File: config.mk
export PLATFORM = sky130hd
export DESIGN_NAME = mul_sequencer
export DESIGN_NICKNAME = d
export VERILOG_FILES = /design/src/rtl/mul_sequencer_pkg.sv /design/src/rtl/mul_sequencer_dp.sv /design/src/rtl/mul_sequencer.sv
export SDC_FILE = /design/constraint.sdc
export NUM_CORES = 1
export LEC_CHECK = 0
export BUFFER_PORTS_ARGS = -buffer_cell sky130_fd_sc_hd__buf_4
export CAP_MARGIN = 5
export CORE_ASPECT_RATIO = 0.6
export CORE_MARGIN = 3
export CORE_UTILIZATION = 49
export CTS_CLUSTER_SIZE = 40
export DETAILED_ROUTE_END_ITERATION = 7
export HOLD_SLACK_MARGIN = 0.06
export PLACE_DENSITY = 0.68
export SYNTH_ARGS = -nofsm -noshare
export SYNTH_HDL_FRONTEND = slang
export SYNTH_HIERARCHICAL = 1
export SYNTH_SLANG_ARGS = --single-unit
File: constraint.sdc
create_clock -name clk -period 6.68 [get_ports clk]
set_clock_uncertainty 0.1 [all_clocks]
set_input_delay 1.002 -clock clk [delete_from_list [all_inputs] [get_ports clk]]
set_output_delay 1.002 -clock clk [all_outputs]
set_load 0.005 [all_outputs]
File: src/rtl/mul_sequencer_pkg.sv
// Shared types for the sequential multiplier: operand width, op codes,
// FSM states and the iteration-count type.
package mul_sequencer_pkg;

  localparam int unsigned XLEN = 32;

  typedef enum logic [1:0] {
    MUL   = 2'b00,
    MULH  = 2'b01,
    MULHU = 2'b10
  } op_t;

  typedef enum logic [1:0] {
    IDLE,
    RUN,
    DONE
  } state_t;

  typedef logic [4:0] iter_t;

  // The unused encoding 2'b11 behaves as a plain low-word multiply.
  function automatic op_t decode_op(input logic [1:0] raw);
    case (raw)
      2'b01:   return MULH;
      2'b10:   return MULHU;
      default: return MUL;
    endcase
  endfunction

endpackage

File: src/rtl/mul_sequencer_dp.sv
// Shift-add datapath for mul_sequencer: magnitude preparation, 64-bit
// accumulator and final sign fix. MUL_SEQUENCER_EARLY_EXIT_EN enables early finish.
module mul_sequencer_dp
  import mul_sequencer_pkg::*;
(
  input  logic              clk,
  input  logic              rst,
  input  logic              load,
  input  logic              step,
  input  op_t               op,
  input  logic [XLEN-1:0]   a,
  input  logic [XLEN-1:0]   b,
  input  iter_t             cnt,
  output logic              last,
  output logic [2*XLEN-1:0] product
);

  logic [2*XLEN-1:0] mcand;
  logic [2*XLEN-1:0] acc;
  logic [2*XLEN-1:0] acc_next;
  logic [XLEN-1:0]   mplier;
  logic [XLEN-1:0]   mag_a;
  logic [XLEN-1:0]   mag_b;
  logic              neg;

  always_comb begin
    mag_a    = (op == MULH && a[XLEN-1]) ? -a : a;
    mag_b    = (op == MULH && b[XLEN-1]) ? -b : b;
    acc_next = acc + (mplier[0] ? mcand : '0);
    // Sign fix applied to the accumulator including the current iteration,
    // so the value is ready on the edge that enters DONE.
    product  = neg ? -acc_next : acc_next;
  end

`ifdef MUL_SEQUENCER_EARLY_EXIT_EN
  assign last = (cnt == 5'd31) || (mplier == '0);
`else
  assign last = (cnt == 5'd31);
`endif

  always_ff @(posedge clk) begin
    if (rst) begin
      mcand  <= '0;
      acc    <= '0;
      mplier <= '0;
      neg    <= 1'b0;
    end else if (load) begin
      mcand  <= {{XLEN{1'b0}}, mag_a};
      mplier <= mag_b;
      acc    <= '0;
      neg    <= (op == MULH) && (a[XLEN-1] ^ b[XLEN-1]);
    end else if (step) begin
      acc    <= acc_next;
      mcand  <= mcand << 1;
      mplier <= mplier >> 1;
    end
  end

endmodule

File: src/rtl/mul_sequencer.sv
// Multi-cycle multiplier sequencer: IDLE/RUN/DONE FSM, iteration counter and
// pipeline handshake. MUL_SEQUENCER_EARLY_EXIT_EN (in the datapath) allows early finish.
module mul_sequencer
  import mul_sequencer_pkg::*;
(
  input  logic            clk,
  input  logic            rst,
  input  logic            start,
  input  logic [1:0]      op,
  input  logic [XLEN-1:0] a,
  input  logic [XLEN-1:0] b,
  input  logic            flush,
  output logic            stall,
  output logic            busy,
  output logic            done,
  output logic [XLEN-1:0] result
);

  state_t            state;
  iter_t             cnt;
  op_t               op_q;
  op_t               op_in;
  logic              accept;
  logic              last;
  logic [2*XLEN-1:0] product;

  assign op_in  = decode_op(op);
  assign accept = (state != RUN) && start && !flush;
  assign stall  = !rst && (busy || accept);

  mul_sequencer_dp u_dp (
    .clk     (clk),
    .rst     (rst),
    .load    (accept),
    .step    (state == RUN),
    .op      (op_in),
    .a       (a),
    .b       (b),
    .cnt     (cnt),
    .last    (last),
    .product (product)
  );

  always_ff @(posedge clk) begin
    if (rst) begin
      state  <= IDLE;
      cnt    <= '0;
      op_q   <= MUL;
      result <= '0;
      busy   <= 1'b0;
      done   <= 1'b0;
    end else if (flush) begin
      state <= IDLE;
      busy  <= 1'b0;
      done  <= 1'b0;
    end else begin
      case (state)
        RUN: begin
          if (last) begin
            state  <= DONE;
            busy   <= 1'b0;
            done   <= 1'b1;
            result <= (op_q == MUL) ? product[XLEN-1:0] : product[2*XLEN-1:XLEN];
          end else begin
            cnt <= cnt + 5'd1;
          end
        end
        default: begin
          done <= 1'b0;
          if (start) begin
            state <= RUN;
            cnt   <= '0;
            op_q  <= op_in;
            busy  <= 1'b1;
          end else begin
            state <= IDLE;
            busy  <= 1'b0;
          end
        end
      endcase
    end
  end

endmodule

==> run metrics, run 1 <==
post-synthesis sequential area ratio 0.245; total die area 36100 µm²; Clock transition at path regs 0.06 ns; Worst Setup Path Type reg2reg; Post-synth EDFFs 0; synth unique cells 94; post-CTS setup buffer count 0; cell area after layout 18200 µm²; CTS sink cnt 203; Worst-Skew Late Latency 0.54 ns; Vias/cell 6.32; Final Net Count 2298; register-to-register setup slack 0.66 ns; layout cell share with drive strength beyond 1 0.111; dpl cell area 17500 µm²; Port-buffer cells 104; Crit path required time 7.03 ns; synthesized area roughly 17000 µm²; Max Fanout on Critical Path 47; vias in the first global route 15.0k; Critical Path Start Type register; Pwr Density 165 nW/µm²; Vias between 15k and 20k; R2R Path Start u_dp/mplier[0]$_SDFFE_PP0P_; dpl ws about 0.80 ns; post-layout min period ~6 ns; initial antenna violation count 0; core area approximately 33000 µm²; WL final 58.5 mm; Rows slightly above 50; Rel. slew slack 0.201; CTS tree built; reg2reg path depth 16; Gates resized, CTS repair 0; RSZ-0062 raised after global routing no; Max Root-Sink Buffers 3; Detail Route Antenna Nets 0; Syn Nets approximately 2.3k; chip width 243 µm; async set-reset flop share out of synthesis 0; synthesized area per cell roughly 7.7 µm²; area grow syn2layout 9.93%; dpl hpwl between 40 and 50 mm; Peak VDD IR 0.142 mV; Worst EP arrival 6.37 ns; hold depth 2; Tightest Pin Transition 1.20 ns; Die Ht 148 µm; drt pass-1 iters 5; max-capacitance violation count 0; 1st-iter DRT viols 2106; largest net degree at the start of global routing 161; Total Routing Usage GR 0.317; first-pass GRT wire length 90.8 mm; commonest cells after routing, fill and taps aside 252 x nor2_1, 202 x dfxtp_1, 174 x nand2_1; status finished, final reports clean; setup TNS 0 ns; Critical Path Start u_dp/mplier[0]$_SDFFE_PP0P_; initial cell density of the core 0.504; Top Ports 105; Seq cells post-synth between 200 and 250; grt total ovfl 0; top_reg_cell synth dfxtp_1; fin. max-slew vios 0; setup ws final 0.662 ns; period utilization 0.901; Lkg Pwr 6.81 nW; Inserted Clock Buffers 23; Min-Delay Path Class reg2reg; # setup viols final 0; routability cong. 1.03; CP endpoint kind register; H-tree depth 1; hold_buf cts 0; Post-Syn Instances 2160; DR DRC count 0; commonest non-fill, non-tap cell in the layout nor2_1; synth warn 6; Root Buffer clkbuf_16; Max Fclk 166 MHz; hold path startpoint u_dp/acc[43]$_SDFFE_PP0P_; Avg WL per Cell 22.3 µm; final hold vios 0
==> through the flow <==
stage                      util  instances  power [mW]  hold slack [ns]
after floorplan               -       2160        1.59            0.350
after global placement    0.532       2585        1.72            0.361
after detailed placement  0.532       2585        1.73            0.363
after CTS                 0.554       2624        3.02            0.373
after global routing      0.554       2624        3.12            0.391
final                     0.555       2626        3.01            0.375
==> worst max-delay path, cell delays in order, from the launching register on <==
cell and delay [ns]:
dfxtp_1 0.72, buf_12 0.28, and2_1 0.17, ha_1 0.38, nand4_1 0.34, or2_2 0.42, a2111oi_0 0.73, a211oi_1 0.23
xnor2_1 0.44, a2111o_1 0.51, nor4_1 0.19, buf_4 0.17, nand4_1 0.28, o31ai_1 0.36, xor2_1 0.16, o21ai_0 0.11
a311oi_2 0.30
==> registers in the layout, indices dropped and copies added (netlist names) <==
| signal | flops |
|---|---|
| op_q | 2 |
| state | 2 |
| done | 1 |
| result | 32 |
| cnt | 5 |
| u_dp/acc | 64 |
| u_dp/neg | 1 |
| u_dp/mplier | 32 |
| u_dp/mcand | 64 |
==> power breakdown <==
group,switching [mW],internal [mW]
Sequential,0.0266,1.24
Clock,0.550,0.743
Combinational,0.276,0.167
Total,0.852,2.15
==> layout make-up <==
class,count,area [µm²]
repair buffers,127,978
flip-flops and latches,203,4070
clock buffers,31,676
inverters,27,109
fillers,3173,14600
clock inverters,8,68.8
well taps,450,563
diodes,2,5.00
multi-input cells,1778,11800
==> worst paths after layout <==
path | to
min | u_dp/acc[43]$_SDFFE_PP0P_
max reg2reg | result[31]$_SDFFE_PP0P_
max | result[31]$_SDFFE_PP0P_
min reg2reg | u_dp/acc[43]$_SDFFE_PP0P_
==> per-layer routing <==
| layer | wire length [µm] | global-route usage | vias up |
|---|---|---|---|
| met3 | 6330 | 0.0679 | 46 |
| met4 | 572 | 0.0316 | 0 |
| li1 | - | - | 7891 |
| met2 | 21100 | 0.408 | 707 |
| met5 | 0 | 0 | - |
| met1 | 30500 | 0.532 | 7957 |
==> cells by family after synthesis <==
logic type | share of synthesized area
AOI/OAI and AO/OA | 0.280
xor gates and xnor gates | 0.0808
adders and majority gates | 0.0518
buffers and inverters | 0.0463
DFF | 0.245
muxes | 0.0471
and+or+nand+nor | 0.249
==> cell usage after synthesis, types with 11 or more instances <==
cell / n / area share
or2_2: 11 / 0.0042
a21oi_1: 140 / 0.042
a311oi_2: 20 / 0.018
a21o_1: 32 / 0.014
nor3_1: 43 / 0.013
a31oi_1: 12 / 0.0045
clkbuf_1: 96 / 0.022
o21a_1: 19 / 0.0086
inv_1: 26 / 0.0059
and2_1: 84 / 0.032
buf_1: 14 / 0.0032
dfxtp_1: 203 / 0.25
ha_1: 67 / 0.051
nand2b_1: 11 / 0.0042
xnor2_1: 100 / 0.053
xor2_1: 53 / 0.028
o31ai_1: 29 / 0.013
nand4_1: 36 / 0.014
o21ai_1: 16 / 0.0048
nor4_1: 15 / 0.0057
nand2_1: 174 / 0.039
nor2b_1: 71 / 0.027
buf_2: 31 / 0.0094
a311oi_1: 26 / 0.014
nand3_1: 27 / 0.0082
o211ai_1: 14 / 0.0063
mux2i_1: 78 / 0.047
nor2_1: 253 / 0.057
a211oi_1: 127 / 0.058
o21ai_0: 134 / 0.040
or3_1: 32 / 0.012
Power figures use the tool's default switching activity.
==> run 2, diff against run 1 <==
PLACE_DENSITY = default   (was 0.68)
PLACE_DENSITY_LB_ADDON = 0.2   (was default)
==> run metrics, run 2 (same netlist as run 1, synthesis figures left out) <==
grt total ovfl 0 (unchanged); Inserted Clock Buffers 23 (unchanged); RSZ-0062 raised after global routing no; final hold vios 0 (unchanged); total die area 36100 µm² (unchanged); drt pass-1 iters 5 (unchanged); CP max stage cell a2111oi_1; layout cell share with drive strength beyond 1 0.112 (+0.00158); Port-buffer cells 104 (unchanged); Cell Chain, Critical Path buf_4, and2_1, ha_1, nand4_1, or2_2, a2111oi_1, a211oi_1, xnor2_1, buf_4, a2111o_1, nor4_1, nand4_1, o31ai_1, xor2_1, o21ai_0, a311oi_2; commonest cells after routing, fill and taps aside 252 x nor2_1, 202 x dfxtp_1, 174 x nand2_1; Worst Setup Path Type reg2reg; Rel. slew slack 0.207 (+0.00609); Tightest Pin Transition 1.19 ns (-0.00913 ns); first-pass GRT wire length 87.7 mm (-3.5%); status finished, final reports clean; Pint 2.24 mW (+4.1%); hold depth 2 (unchanged); Clock transition at path regs 0.07 ns (about the same); Worst-Skew Late Latency 0.55 ns (about the same); Root Buffer clkbuf_16; 1st-iter DRT viols 1962 (-6.8%); Lkg Pwr 6.83 nW (+0.35%); Min-Delay Path Class reg2reg; Critical Path Start Type register; stages on the worst setup path 16 (unchanged); Net Switching 858 µW (+0.73%); Peak VDD IR 0.162 mV (+14%); hold_buf cts 0 (unchanged); Vias 16.6k (+0.23%); largest net degree at the start of global routing 96 (-40%); Rows 51 (unchanged); reg2reg path depth 16 (unchanged); Die Ht 148 µm (unchanged); chip width 243 µm (unchanged); Diodes inserted 0 (-2); Logic pwr share 0.139 (-0.008); H-tree depth 1 (unchanged); area grow syn2layout 10.3%; Max Fclk 157 MHz (-5.3%); Max Fanout on Critical Path 32 (-32%); switch share 0.277 (-0.00666); core area 32900 µm² (unchanged); Max Root-Sink Buffers 3 (unchanged); post-CTS setup buffer count 0 (unchanged); CP endpoint kind register; vias in the first global route 14.8k (-1.1%); Detail Route Antenna Nets 0 (unchanged); Crit path required time 7.03 ns (about the same); initial antenna violation count 0 (unchanged); Total Routing Usage GR 0.306 (-0.0112); max-capacitance violation count 0 (unchanged); top flop regs u_dp/acc: 64 flops, u_dp/mcand: 64 flops; Final Net Count 2300 (+0.087%); clock share of power 0.451 (+0.021); commonest non-fill, non-tap cell in the layout nor2_1; routability cong. 1.06 (+2.6%); dpl cell area 17500 µm² (about the same); Avg WL per Cell 21.8 µm (-2.3%); Pwr Density 170 nW/µm² (+2.8%); post-layout min period 6.36 ns (+0.339 ns); CTS tree built; filler-free cell count of the finished design 2629 (+0.11%); Seq pwr share 0.410 (-0.013); setup ws final 0.323 ns (-0.339 ns); period utilization 0.952 (+0.0507); setup TNS 0 ns (unchanged); DR DRC count 0 (unchanged); dpl ws 0.281 ns (-0.521 ns); fin. max-slew vios 0 (unchanged); WL final 57.3 mm (-2.2%); Vias/cell 6.33 (+0.11%); Top Ports 105 (unchanged); placed insts 2587 (+0.077%); dpl hpwl 44.7 mm (-2.3%); worst path buffer plus inverter count 2 (unchanged); cell area after layout 18300 µm² (+0.35%); CP max stage delay 0.83 ns (+0.10 ns); CTS sink cnt 203 (unchanged); CP top delay family compound AO/OA/AOI/OAI gates; Worst EP arrival 6.71 ns (+0.34 ns); # setup viols final 0 (unchanged); initial cell density of the core 0.504 (unchanged)
run 2: cell count changes in the layout (fill, tap and decap cells not counted), sizes merged:
| cell | before | now |
|---|---|---|
| bufinv | 1 | 4 |
| clkinvlp | 0 | 3 |
| buf | 127 | 129 |
| clkbuf | 31 | 30 |
| clkinv | 6 | 4 |
| diode | 2 | 0 |
run 2: cell type report:
class | instances | area, µm²
Clock buffer | 30 | 642
Clock inverter | 12 | 175
Fill cell | 3152 | 14600
Inverter | 27 | 109
Multi-Input combinational cell | 1778 | 11800
Sequential cell | 203 | 4070
Tap cell | 450 | 563
Timing Repair Buffer | 129 | 968
run 2: metrics by stage:
stage	hold WS, ns	utilization	power, mW
after floorplan	0.350	-	1.59
after global placement	0.361	0.531	1.71
after detailed placement	0.368	0.531	1.72
after CTS	0.376	0.556	3.12
after global routing	0.404	0.556	3.22
final	0.379	0.556	3.10
run 2: routing by layer:
metal  share of wire  wire, µm  vias to the layer above  global-route usage
met4           0.010       575                        0              0.0343
met2            0.36     20500                      726               0.387
met3            0.13      7350                       51               0.118
met5               0         0                        -                   0
li1                -         -                     7912                   -
met1            0.50     28800                     7950               0.484
run 2: worst register-to-register path, stage by stage, from the launching register on:
cell       delay (ns)
dfxtp_1          0.80
buf_4            0.41
and2_1           0.20
ha_1             0.37
nand4_1          0.31
or2_2            0.42
a2111oi_1        0.83
a211oi_1         0.20
xnor2_1          0.18
buf_4            0.19
a2111o_1         0.40
nor4_1           0.55
nand4_1          0.39
o31ai_1          0.35
xor2_1           0.16
o21ai_0          0.11
a311oi_2         0.29
run 2: worst paths after layout:
kind	slack (ns)	from	end
worst min register to register	0.38	u_dp/acc[43]$_SDFFE_PP0P_	u_dp/acc[43]$_SDFFE_PP0P_
worst min-delay path	0.38	u_dp/acc[43]$_SDFFE_PP0P_	u_dp/acc[43]$_SDFFE_PP0P_
worst max register to register	0.32	u_dp/mplier[0]$_SDFFE_PP0P_	result[31]$_SDFFE_PP0P_
worst max-delay path	0.32	u_dp/mplier[0]$_SDFFE_PP0P_	result[31]$_SDFFE_PP0P_
run 2: power by group through the flow:
stage | Clock, mW | Combinational [mW] | Sequential, mW
after floorplan | 0 | 0.304 | 1.28
after global placement | 0 | 0.416 | 1.30
after detailed placement | 0 | 0.421 | 1.30
after CTS | 1.42 | 0.424 | 1.27
after global routing | 1.47 | 0.472 | 1.28
final | 1.40 | 0.431 | 1.27
run 2: timing repair:
item,in CTS,in global routing
hold endpoints to repair,0,0
resized for setup,0,2
setup endpoints to repair,0,6
==> run 3, diff against run 2 <==
CORE_ASPECT_RATIO = 0.7   (was 0.6)
==> run metrics, run 3 (same netlist as run 1, synthesis figures left out) <==
first-pass GRT wire length 87.0 mm (-0.80%); total die area 36100 µm² (-0.11%); Rows 55 (+7.8%); placed insts 2562 (-0.97%); fin. max-slew vios 0 (unchanged); Worst Setup Path Type reg2reg; Total Routing Usage GR 0.299 (-0.00629); max-capacitance violation count 0 (unchanged); GRT met3 Usage 0.0706 (-0.0473); commonest non-fill, non-tap cell in the layout nor2_1; Most Crowded Layer GR met1; filler-free cell count of the finished design 2603 (-0.99%); dpl cell area 17400 µm² (-0.25%); grt met2 use 0.400 (+0.0133); Pwr Density 169 nW/µm² (-0.48%); Worst-Skew Late Latency 0.54 ns (about the same); DR DRC count 0 (unchanged); vias in the first global route 15.0k (+0.78%); Final Net Count 2298 (-0.087%); Crit path required time 7.03 ns (about the same); dpl ws 0.752 ns (+0.471 ns); initial cell density of the core 0.505 (+0.000577); WL final 55.6 mm (-3.0%); setup ws final 0.545 ns (+0.221 ns); Clock transition at path regs 0.06 ns (about the same); core area 32800 µm² (-0.11%); initial antenna violation count 0 (unchanged); final hold vios 0 (unchanged); Vias 16.5k (-1.0%); Min-Delay Path Class reg2reg; CTS sink cnt 203 (unchanged); largest net degree at the start of global routing 109 (+14%); Gates resized, CTS repair 0 (unchanged); commonest cells after routing, fill and taps aside 252 x nor2_1, 202 x dfxtp_1, 174 x nand2_1; period utilization 0.918 (-0.0331); drt pass-1 iters 6 (+1); Diodes inserted 0 (unchanged); CP endpoint kind register; Tightest Pin Transition 1.22 ns (+0.0327 ns); Max Fanout on Critical Path 41 (+28%); Root Buffer clkbuf_16; hold_buf cts 0 (unchanged); H-tree depth 1 (unchanged); area grow syn2layout 9.93%; Port-buffer cells 104 (unchanged); top flop regs u_dp/acc: 64 flops, u_dp/mcand: 64 flops; CTS tree built; Fin Hold WS 0.375 ns (-0.00318 ns); dpl hpwl 42.7 mm (-4.4%); chip width 226 µm (-7.2%); Lkg Pwr 6.82 nW (-0.18%); GR Util met1 0.485 (+0.00124); Critical Path Start Type register; Worst EP arrival 6.48 ns (-0.23 ns); layout cell share with drive strength beyond 1 0.110 (-0.00214); RSZ-0062 raised after global routing no; cell area after layout 18200 µm² (-0.35%); # setup viols final 0 (unchanged); Detail Route Antenna Nets 0 (unchanged); grt total ovfl 0 (unchanged); Avg WL per Cell 21.3 µm (-2.0%); Peak VDD IR 0.154 mV (-5.2%); 1st-iter DRT viols 1780 (-9.3%); Top Ports 105 (unchanged); Inserted Clock Buffers 23 (unchanged); post-layout min period 6.14 ns (-0.221 ns); routability cong. 0.990 (-6.6%); Max Root-Sink Buffers 3 (unchanged); Rel. slew slack 0.187 (-0.0209); Max Fclk 163 MHz (+3.6%); Die Ht 160 µm (+7.7%); setup TNS 0 ns (unchanged); post-CTS setup buffer count 0 (unchanged); status finished, final reports clean; Vias/cell 6.33 (about the same)
## run 3: worst max-delay path, cell delays in order (launching register included)
cell	delay [ns]
dfxtp_1	0.76
buf_4	0.45
and2_1	0.19
ha_1	0.30
nand4_1	0.42
or3_1	0.61
o211ai_1	0.23
o2bb2ai_1	0.23
nor4b_1	0.63
nand4b_1	0.22
nor4_1	0.57
nand4_1	0.38
o31ai_1	0.34
xor2_1	0.17
o21ai_0	0.11
a311oi_2	0.30
## run 3: final timing paths
check / from / to / slack, ns / cells after the start
setup reg to reg: u_dp/mplier[0]$_SDFFE_PP0P_ / result[31]$_SDFFE_PP0P_ / 0.54 / 15
setup / recovery: u_dp/mplier[0]$_SDFFE_PP0P_ / result[31]$_SDFFE_PP0P_ / 0.54 / 15
hold reg to reg: u_dp/acc[43]$_SDFFE_PP0P_ / u_dp/acc[43]$_SDFFE_PP0P_ / 0.38 / 2
hold / removal: u_dp/acc[43]$_SDFFE_PP0P_ / u_dp/acc[43]$_SDFFE_PP0P_ / 0.38 / 2
## run 3: power by group
group / internal (mW) / total, mW / switching (mW)
combinational: 0.163 / 0.431 / 0.268
clock: 0.825 / 1.37 / 0.546
sequential: 1.24 / 1.27 / 0.0279
## run 3: per-stage QoR
stage | utilization | total power, mW
after floorplan | - | 1.59
after global placement | 0.531 | 1.71
after detailed placement | 0.531 | 1.72
after CTS | 0.555 | 3.09
after global routing | 0.555 | 3.20
final | 0.555 | 3.07
## run 3: final cells by class
type,count,area (µm²)
clock inverter,7,116
fill,3152,14600
multi-input combinational,1778,11800
inverter,27,109
sequential,203,4070
tap,427,534
timing repair buffer,127,953
clock buffer,34,687
## run 3: per-layer routing
metal  part of all wire  routed length (µm)  vias up
li1                   -                   -     7905
met1               0.51               28200     7817
met2               0.38               21000      701
met3               0.10                5680       46
met4              0.011                 630        0
met5                  0                   0        -
